**src/rtl/blit_scheduler.sv**
```systemverilog
// blit_scheduler: per-frame draw-list sequencer issuing one-sprite blit commands over a start/done handshake.
module blit_scheduler #(
  parameter int SCREEN_WIDTH     = 320,
  parameter int SCREEN_HEIGHT    = 180,
  parameter int SPRITE_SIZE      = 32,
  parameter int MAX_FAILHOLE_NUM = 7,
  parameter int SPRITE_BG_INDEX  = 0,
  parameter int SPRITE_BL_INDEX  = 1,
  parameter int SPRITE_FH_INDEX  = 2,
  parameter int SPRITE_WH_INDEX  = 3,
  parameter int SPRITE_SEL_INDEX = 6
) (
  input  logic                          CLK,
  input  logic                          rst,
  input  logic                          i_frame_start,
  input  logic [9:0]                    i_bl_x,
  input  logic [9:0]                    i_bl_y,
  input  logic [9:0]                    i_wh_pos_x,
  input  logic [9:0]                    i_wh_pos_y,
  input  logic [10*MAX_FAILHOLE_NUM-1:0] i_fh_pos_x,
  input  logic [10*MAX_FAILHOLE_NUM-1:0] i_fh_pos_y,
  input  logic                          i_overlay_en,
  input  logic [4:0]                    i_overlay_index,
  input  logic [2:0]                    i_select_pos,
  input  logic                          i_blit_done,
  output logic                          o_blit_start,
  output logic [9:0]                    o_blit_x,
  output logic [9:0]                    o_blit_y,
  output logic [4:0]                    o_blit_sprite,
  output logic                          o_blit_transparent,
  output logic                          o_busy,
  output logic                          o_frame_done,
  output logic [7:0]                    o_overrun_cnt
);
  localparam int FHW = (MAX_FAILHOLE_NUM > 1) ? $clog2(MAX_FAILHOLE_NUM) : 1;
  localparam int COLS = (SCREEN_WIDTH + SPRITE_SIZE - 1) / SPRITE_SIZE;
  localparam int ROWS = (SCREEN_HEIGHT + SPRITE_SIZE - 1) / SPRITE_SIZE;
  localparam logic [9:0] STEP   = 10'(SPRITE_SIZE);
  localparam logic [9:0] LAST_X = 10'((COLS - 1) * SPRITE_SIZE);
  localparam logic [9:0] LAST_Y = 10'((ROWS - 1) * SPRITE_SIZE);
  localparam logic [9:0] OVL_X  = 10'((SCREEN_WIDTH - SPRITE_SIZE) / 2);
  localparam logic [9:0] OVL_Y  = 10'((SCREEN_HEIGHT - SPRITE_SIZE) / 2);
  localparam logic [9:0] SEL_X  = OVL_X - STEP;

  typedef enum logic [2:0] {IDLE, BG, FH, WH, BL, OVL, SEL, DONE} state_t;

  state_t r_state, w_next, w_after;
  logic r_wait, r_pend, r_ovl_en;
  logic [9:0] r_tx, r_ty, r_bl_x, r_bl_y, r_wh_x, r_wh_y;
  logic [10*MAX_FAILHOLE_NUM-1:0] r_fh_x, r_fh_y;
  logic [FHW-1:0] r_fh;
  logic [4:0] r_ovl_idx;
  logic [2:0] r_sel;
  logic [7:0] r_ovr;
  logic w_draw, w_adv, w_last, w_busy, w_snap, w_issue, w_tr;
  logic [9:0] w_x, w_y;
  logic [4:0] w_spr;

  assign w_draw  = r_state != IDLE && r_state != DONE;
  assign w_adv   = r_wait && i_blit_done;
  assign w_issue = w_draw && !r_wait;
  assign w_last  = (r_state == BG) ? (r_tx == LAST_X && r_ty == LAST_Y) :
                   (r_state == FH) ? (r_fh == FHW'(MAX_FAILHOLE_NUM - 1)) : 1'b1;
  assign w_busy  = w_draw || (r_state == DONE && r_pend);
  // a request seen in DONE with nothing queued starts the next pass directly
  assign w_snap  = (r_state == IDLE || r_state == DONE) && (i_frame_start || r_pend);

  assign o_busy        = w_busy;
  assign o_frame_done  = r_state == DONE;
  assign o_overrun_cnt = r_ovr;

  always_comb begin
    w_after = DONE;
    w_x = '0;
    w_y = '0;
    w_spr = '0;
    w_tr = 1'b1;
    case (r_state)
      BG:  begin w_after = FH; w_x = r_tx; w_y = r_ty; w_spr = 5'(SPRITE_BG_INDEX); w_tr = 1'b0; end
      FH:  begin w_after = WH; w_x = r_fh_x[9:0]; w_y = r_fh_y[9:0]; w_spr = 5'(SPRITE_FH_INDEX); end
      WH:  begin w_after = BL; w_x = r_wh_x; w_y = r_wh_y; w_spr = 5'(SPRITE_WH_INDEX); end
      BL:  begin w_after = r_ovl_en ? OVL : DONE; w_x = r_bl_x; w_y = r_bl_y; w_spr = 5'(SPRITE_BL_INDEX); end
      OVL: begin w_after = SEL; w_x = OVL_X; w_y = OVL_Y; w_spr = r_ovl_idx; end
      SEL: begin w_after = DONE; w_x = SEL_X; w_y = OVL_Y + {4'b0, r_sel, 3'b0}; w_spr = 5'(SPRITE_SEL_INDEX); end
      default: ;
    endcase
    w_next = w_draw ? ((w_adv && w_last) ? w_after : r_state) : (w_snap ? BG : IDLE);
  end

  always_ff @(posedge CLK) begin
    if (rst) r_state <= IDLE;
    else     r_state <= w_next;
  end

  always_ff @(posedge CLK) begin
    if (rst) begin
      o_blit_start <= 1'b0;
      o_blit_x <= '0;
      o_blit_y <= '0;
      o_blit_sprite <= '0;
      o_blit_transparent <= 1'b0;
      r_wait <= 1'b0;
      r_pend <= 1'b0;
      r_ovr <= '0;
      r_tx <= '0;
      r_ty <= '0;
      r_fh <= '0;
      r_bl_x <= '0;
      r_bl_y <= '0;
      r_wh_x <= '0;
      r_wh_y <= '0;
      r_fh_x <= '0;
      r_fh_y <= '0;
      r_ovl_en <= 1'b0;
      r_ovl_idx <= '0;
      r_sel <= '0;
    end else begin
      o_blit_start <= w_issue;
      if (w_issue) begin
        r_wait <= 1'b1;
        o_blit_x <= w_x;
        o_blit_y <= w_y;
        o_blit_sprite <= w_spr;
        o_blit_transparent <= w_tr;
      end
      if (w_adv) r_wait <= 1'b0;
      if (w_adv && r_state == BG) begin
        r_tx <= (r_tx == LAST_X) ? '0 : r_tx + STEP;
        r_ty <= (r_tx == LAST_X) ? r_ty + STEP : r_ty;
      end
      // hole buses are consumed from the bottom so the current hole is always bits [9:0]
      if (w_adv && r_state == FH) begin
        r_fh <= r_fh + FHW'(1);
        r_fh_x <= r_fh_x >> 10;
        r_fh_y <= r_fh_y >> 10;
      end
      if (w_snap) begin
        r_tx <= '0;
        r_ty <= '0;
        r_fh <= '0;
        r_bl_x <= i_bl_x;
        r_bl_y <= i_bl_y;
        r_wh_x <= i_wh_pos_x;
        r_wh_y <= i_wh_pos_y;
        r_fh_x <= i_fh_pos_x;
        r_fh_y <= i_fh_pos_y;
        r_ovl_en <= i_overlay_en;
        r_ovl_idx <= i_overlay_index;
        r_sel <= i_select_pos;
      end
      r_pend <= (r_state == DONE) ? (r_pend && i_frame_start) : (r_pend || (i_frame_start && w_busy));
      if (i_frame_start && w_busy && r_ovr != 8'hFF) r_ovr <= r_ovr + 8'd1;
    end
  end
endmodule

```
**config.mk**
```make
export PLATFORM = sky130hd
export DESIGN_NAME = blit_scheduler
export DESIGN_NICKNAME = d
export VERILOG_FILES = /design/src/rtl/blit_scheduler.sv
export SDC_FILE = /design/constraint.sdc
export NUM_CORES = 1
export LEC_CHECK = 0
export BUFFER_PORTS_ARGS = -buffer_cell sky130_fd_sc_hd__buf_2
export CAP_MARGIN = 25
export CORE_MARGIN = 5
export CORE_UTILIZATION = 44
export CTS_CLUSTER_DIAMETER = 150
export DETAILED_ROUTE_END_ITERATION = 10
export GPL_TIMING_DRIVEN = 0
export PLACE_DENSITY_LB_ADDON = 0.05
export SYNTH_ARGS = -nofsm -noshare
export SYNTH_HDL_FRONTEND = slang
export SYNTH_SLANG_ARGS = --single-unit
```
**constraint.sdc**
```tcl
create_clock -name CLK -period 2.6 [get_ports CLK]
set_input_delay 0.26 -clock CLK [delete_from_list [all_inputs] [get_ports CLK]]
set_output_delay 0.26 -clock CLK [all_outputs]
set_load 0.02 [all_outputs]
```
==> results.txt <==
most common cell in the netlist -> dfxtp_1
startpoint type of the worst setup path -> flip-flop
most instantiated cells after synthesis -> dfxtp_1 (242), nand2_1 (197), a21oi_1 (187)
yosys warns -> 0
Slew @ Worst Pin -> 792.4 ps
largest family of logic cells by synthesized area -> compound AO/OA/AOI/OAI gates
Post-synth EDFFs -> 0
Post-Route WL -> 36190 um
crit path kind -> flip-flop to flip-flop
Post-DP Area -> 11910 sq um
H-tree level count -> 1
post-synthesis cell count -> 1258
initial antenna violation count -> 4
number of buffers added on ports -> 229
First-pass DRT Iterations -> 6
Clock Latency Late Sink -> 530 ps
Pwr per Cell Area -> 723.8 nW/um^2
clk_skew -> 9.112 ps
mux contribution to synthesized area -> 2.282%
Arr. time, crit path -> 2930 ps
Setup TNS Final -> 0 ps
worst setup path start -> r_state[2]
post-synthesis adder-cell area fraction -> 1.087%
Gate power share -> 17.4%
Worst EP required -> 3060 ps
io pins -> 230
Filler cells -> 2255
P_sw -> 0.002787 W
ranking of synthesized cells by area -> dfxtp_1 (47%), a21oi_1 (9.0%), nand2_1 (7.1%), a22oi_1 (7.0%), nand3_1 (5.7%)
reg-to-reg setup timing slack -> 130 ps
final hold viol count -> 0
Die Area -> 26720 sq um
Pint -> 0.007026 W
Yosys top cell area share -> 46.76%
layout cells sized above 1 -> 20.71%
DRT iter0 DRCs -> 797
clk sinks -> 242
Via density -> 5.484
Slew HR -> 47.18%
fin area -> 13560 sq um
DR WL/cell -> 18.77 um
Core Region -> 23330 sq um
first-pass GRT wire length -> 55580 um
row cnt -> 56
Reg2Reg Capture Point -> r_wh_x[6]
Slew Limit Fails -> 0
largest fanout on the critical path -> 10
Max-Cap Viols -> 0
leak pwr -> 5.281 nW
min cycle time layout -> 2468 ps
total global-route track usage -> 26.05%
fraction of registers with async set/reset -> 0%
global route total overflow -> 0
Final HPWL DP -> 26620 um
Worst-path clk slew -> 70 ps
Die Span Y -> 163.5 um
final setup violation count -> 0
mapped cell area -> 10360 sq um
most frequent CP cell -> buf_2
unrepaired setup endpoints after global routing -> true
CTS tree -> done
final worst slack -> 131.5 ps
CP top delay family -> buffers and inverters
vias in the first global route -> 10.33k
Area Growth Syn to Fin -> 30.84%
Initial Util -> 44.41%
Critical Path End -> r_wh_x[6]
HP Class -> input pin to flip-flop
Reg2Reg Depth -> 8
chip width -> 163.5 um
critical path endpoint category -> flip-flop
Max stage delay on crit path -> 450 ps
Slowest-stage cell, CP -> o22ai_2
Core Util, Final -> 58.10%
net count after synthesis -> 1460
Reg power frac -> 43.7%
Levels on crit path -> 8
post-synth cell types -> 57
number of CTS-inserted buffers -> 26
Clock power frac -> 38.9%
total vias in the final route -> 10.57k
Mapped Avg Cell Area -> 8.236 sq um
Hold WS -> 20.72 ps
Post-Synth XOR/XNOR Area -> 0.5917%
switching fraction of total power -> 28.41%
Tcrit/Tclk final -> 94.94%
library cell with the largest summed area after synthesis -> dfxtp_1
main flop type after synthesis -> dfxtp_1
worst slack, placed -> -305.1 ps
Residual DRC -> 0
Max clock buf depth -> 3
Worst R2R Start -> r_state[2]
status -> completed
Final nets -> 1790
sequential area share after synthesis -> 46.76%
synthesis-stage register bit count -> 242
Final ANT Viol Nets -> 0
Max Clk Rate -> 405.1 MHz
VDD IR max -> 0.5223 mV
CP Buf/Inv Count -> 4
worst path cell trace -> buf_2, nand3_2, inv_1, o22ai_2, buf_2, clkbuf_1, nand2_1, a21oi_1
simple-gate share of the synthesized area -> 19.62%
placer's final routability congestion estimate -> 0.9320
compound-gate portion of the synthesized area -> 24.30%
CTS root buf -> clkbuf_16
pin count of the biggest net entering global routing -> 14
## metal layers
layer  global-route usage [%]  vias to the layer above  wire, um
met5                        0                        -        41
met4                    8.387                        6      1216
met1                    34.67                     4913     15760
met2                    43.15                      379     16830
li1                         -                     5199         -
met3                    4.542                       76      2345
## cells by family after synthesis
kind of cell	Yosys count
fa+ha+maj	9
xor+xnor	7
compound gates	392
buf+inv	135
mux	23
simple gates	450
flops	242
## cells in the final DEF (no fill, tap or decap), types with 5 or more instances in the layout
cell           instances
nand2_1              197
mux2_2                 5
xnor2_1                6
buf_2                263
dlygate4sd3_1         72
nor2b_1                5
or4_1                  5
nand2b_1               6
ha_1                   9
clkbuf_2               6
dfxtp_1              242
nor2_1                74
nand3_1              118
a21oi_1              187
inv_1                 14
a311oi_1              32
mux2i_1               18
o21ai_0               18
clkbuf_16             26
buf_1                 12
nor3_1                11
clkbuf_8               9
a211oi_1              19
a22oi_1               96
o22ai_1                6
clkbuf_1              72
and2_1                 5
## repair_timing
item | in CTS | in global routing
endpoints found under the hold margin | 72 | 0
setup buffers | 0 | 0
hold buffers | 72 | 0
resized for setup | 1 | 11
endpoints found under the setup margin | 194 | 57
pin swaps | 0 | 0
cloned | 0 | 0
## how the worst min path moves through the flow
stage,startpoint,end,slack (ps),cells past startpoint
after detailed placement,r_wh_x[1],r_wh_x[1],450,2
after floorplan,i_bl_y[3],r_bl_y[3],400,2
after global placement,r_wh_x[2],r_wh_x[2],440,2
after global routing,i_fh_pos_x[11],r_fh_x[11],3,3
final,i_fh_pos_x[32],r_fh_x[32],20,3
after CTS,i_fh_pos_x[0],r_fh_x[0],2,3
## per-stage QoR
step / instances / power (W)
2_1_floorplan: 1258 / 0.005318
3_3_place_gp: 1806 / 0.005953
3_5_place_dp: 1806 / 0.005970
4_1_cts: 1926 / 0.009871
5_1_grt: 1928 / 0.01026
6_report: 1928 / 0.009813
## power groups by stage
stage	clock network [W]	logic (W)	registers, W
after CTS	0.00389	0.00170	0.00428
after floorplan	0	0.000990	0.00433
after global routing	0.00406	0.00189	0.00432
final	0.00382	0.00171	0.00428
after detailed placement	0	0.00161	0.00436
after global placement	0	0.00160	0.00435
## sequential cells by signal, indices dropped and copies added (netlist names), 5 cells and up
name	cells
r_fh_y	70
r_bl_y	10
r_bl_x	10
o_overrun_cnt	8
r_ty	5
r_wh_x	10
o_blit_sprite	5
r_ovl_idx	5
r_fh_x	70
o_blit_x	10
r_wh_y	10
r_tx	5
o_blit_y	10
## area by class of cell
type | count | area [sq um] | share of cell area [%]
plain buffers | 120 | 510.5 | 3.766
multi-input cells | 881 | 4979 | 36.72
flip-flops and latches | 242 | 4845 | 35.74
repair buffers | 302 | 1872 | 13.81
well taps | 319 | 399.1 | 2.944
clock inverters | 7 | 96.34 | 0.7107
inverters | 15 | 56.30 | 0.4153
diodes | 1 | 2.502 | 0.01846
clock buffers | 41 | 797.0 | 5.879
## worst register-to-register path: cells and delay by family, from the launching register on
| family | cells | cell delay, ps |
|---|---|---|
| AO/OA/AOI/OAI | 2 | 610 |
| flip-flops | 1 | 310 |
| buffers and inverters | 4 | 1170 |
| AND/OR/NAND/NOR | 2 | 310 |
No activity file was read; power rests on OpenSTA's default activity.
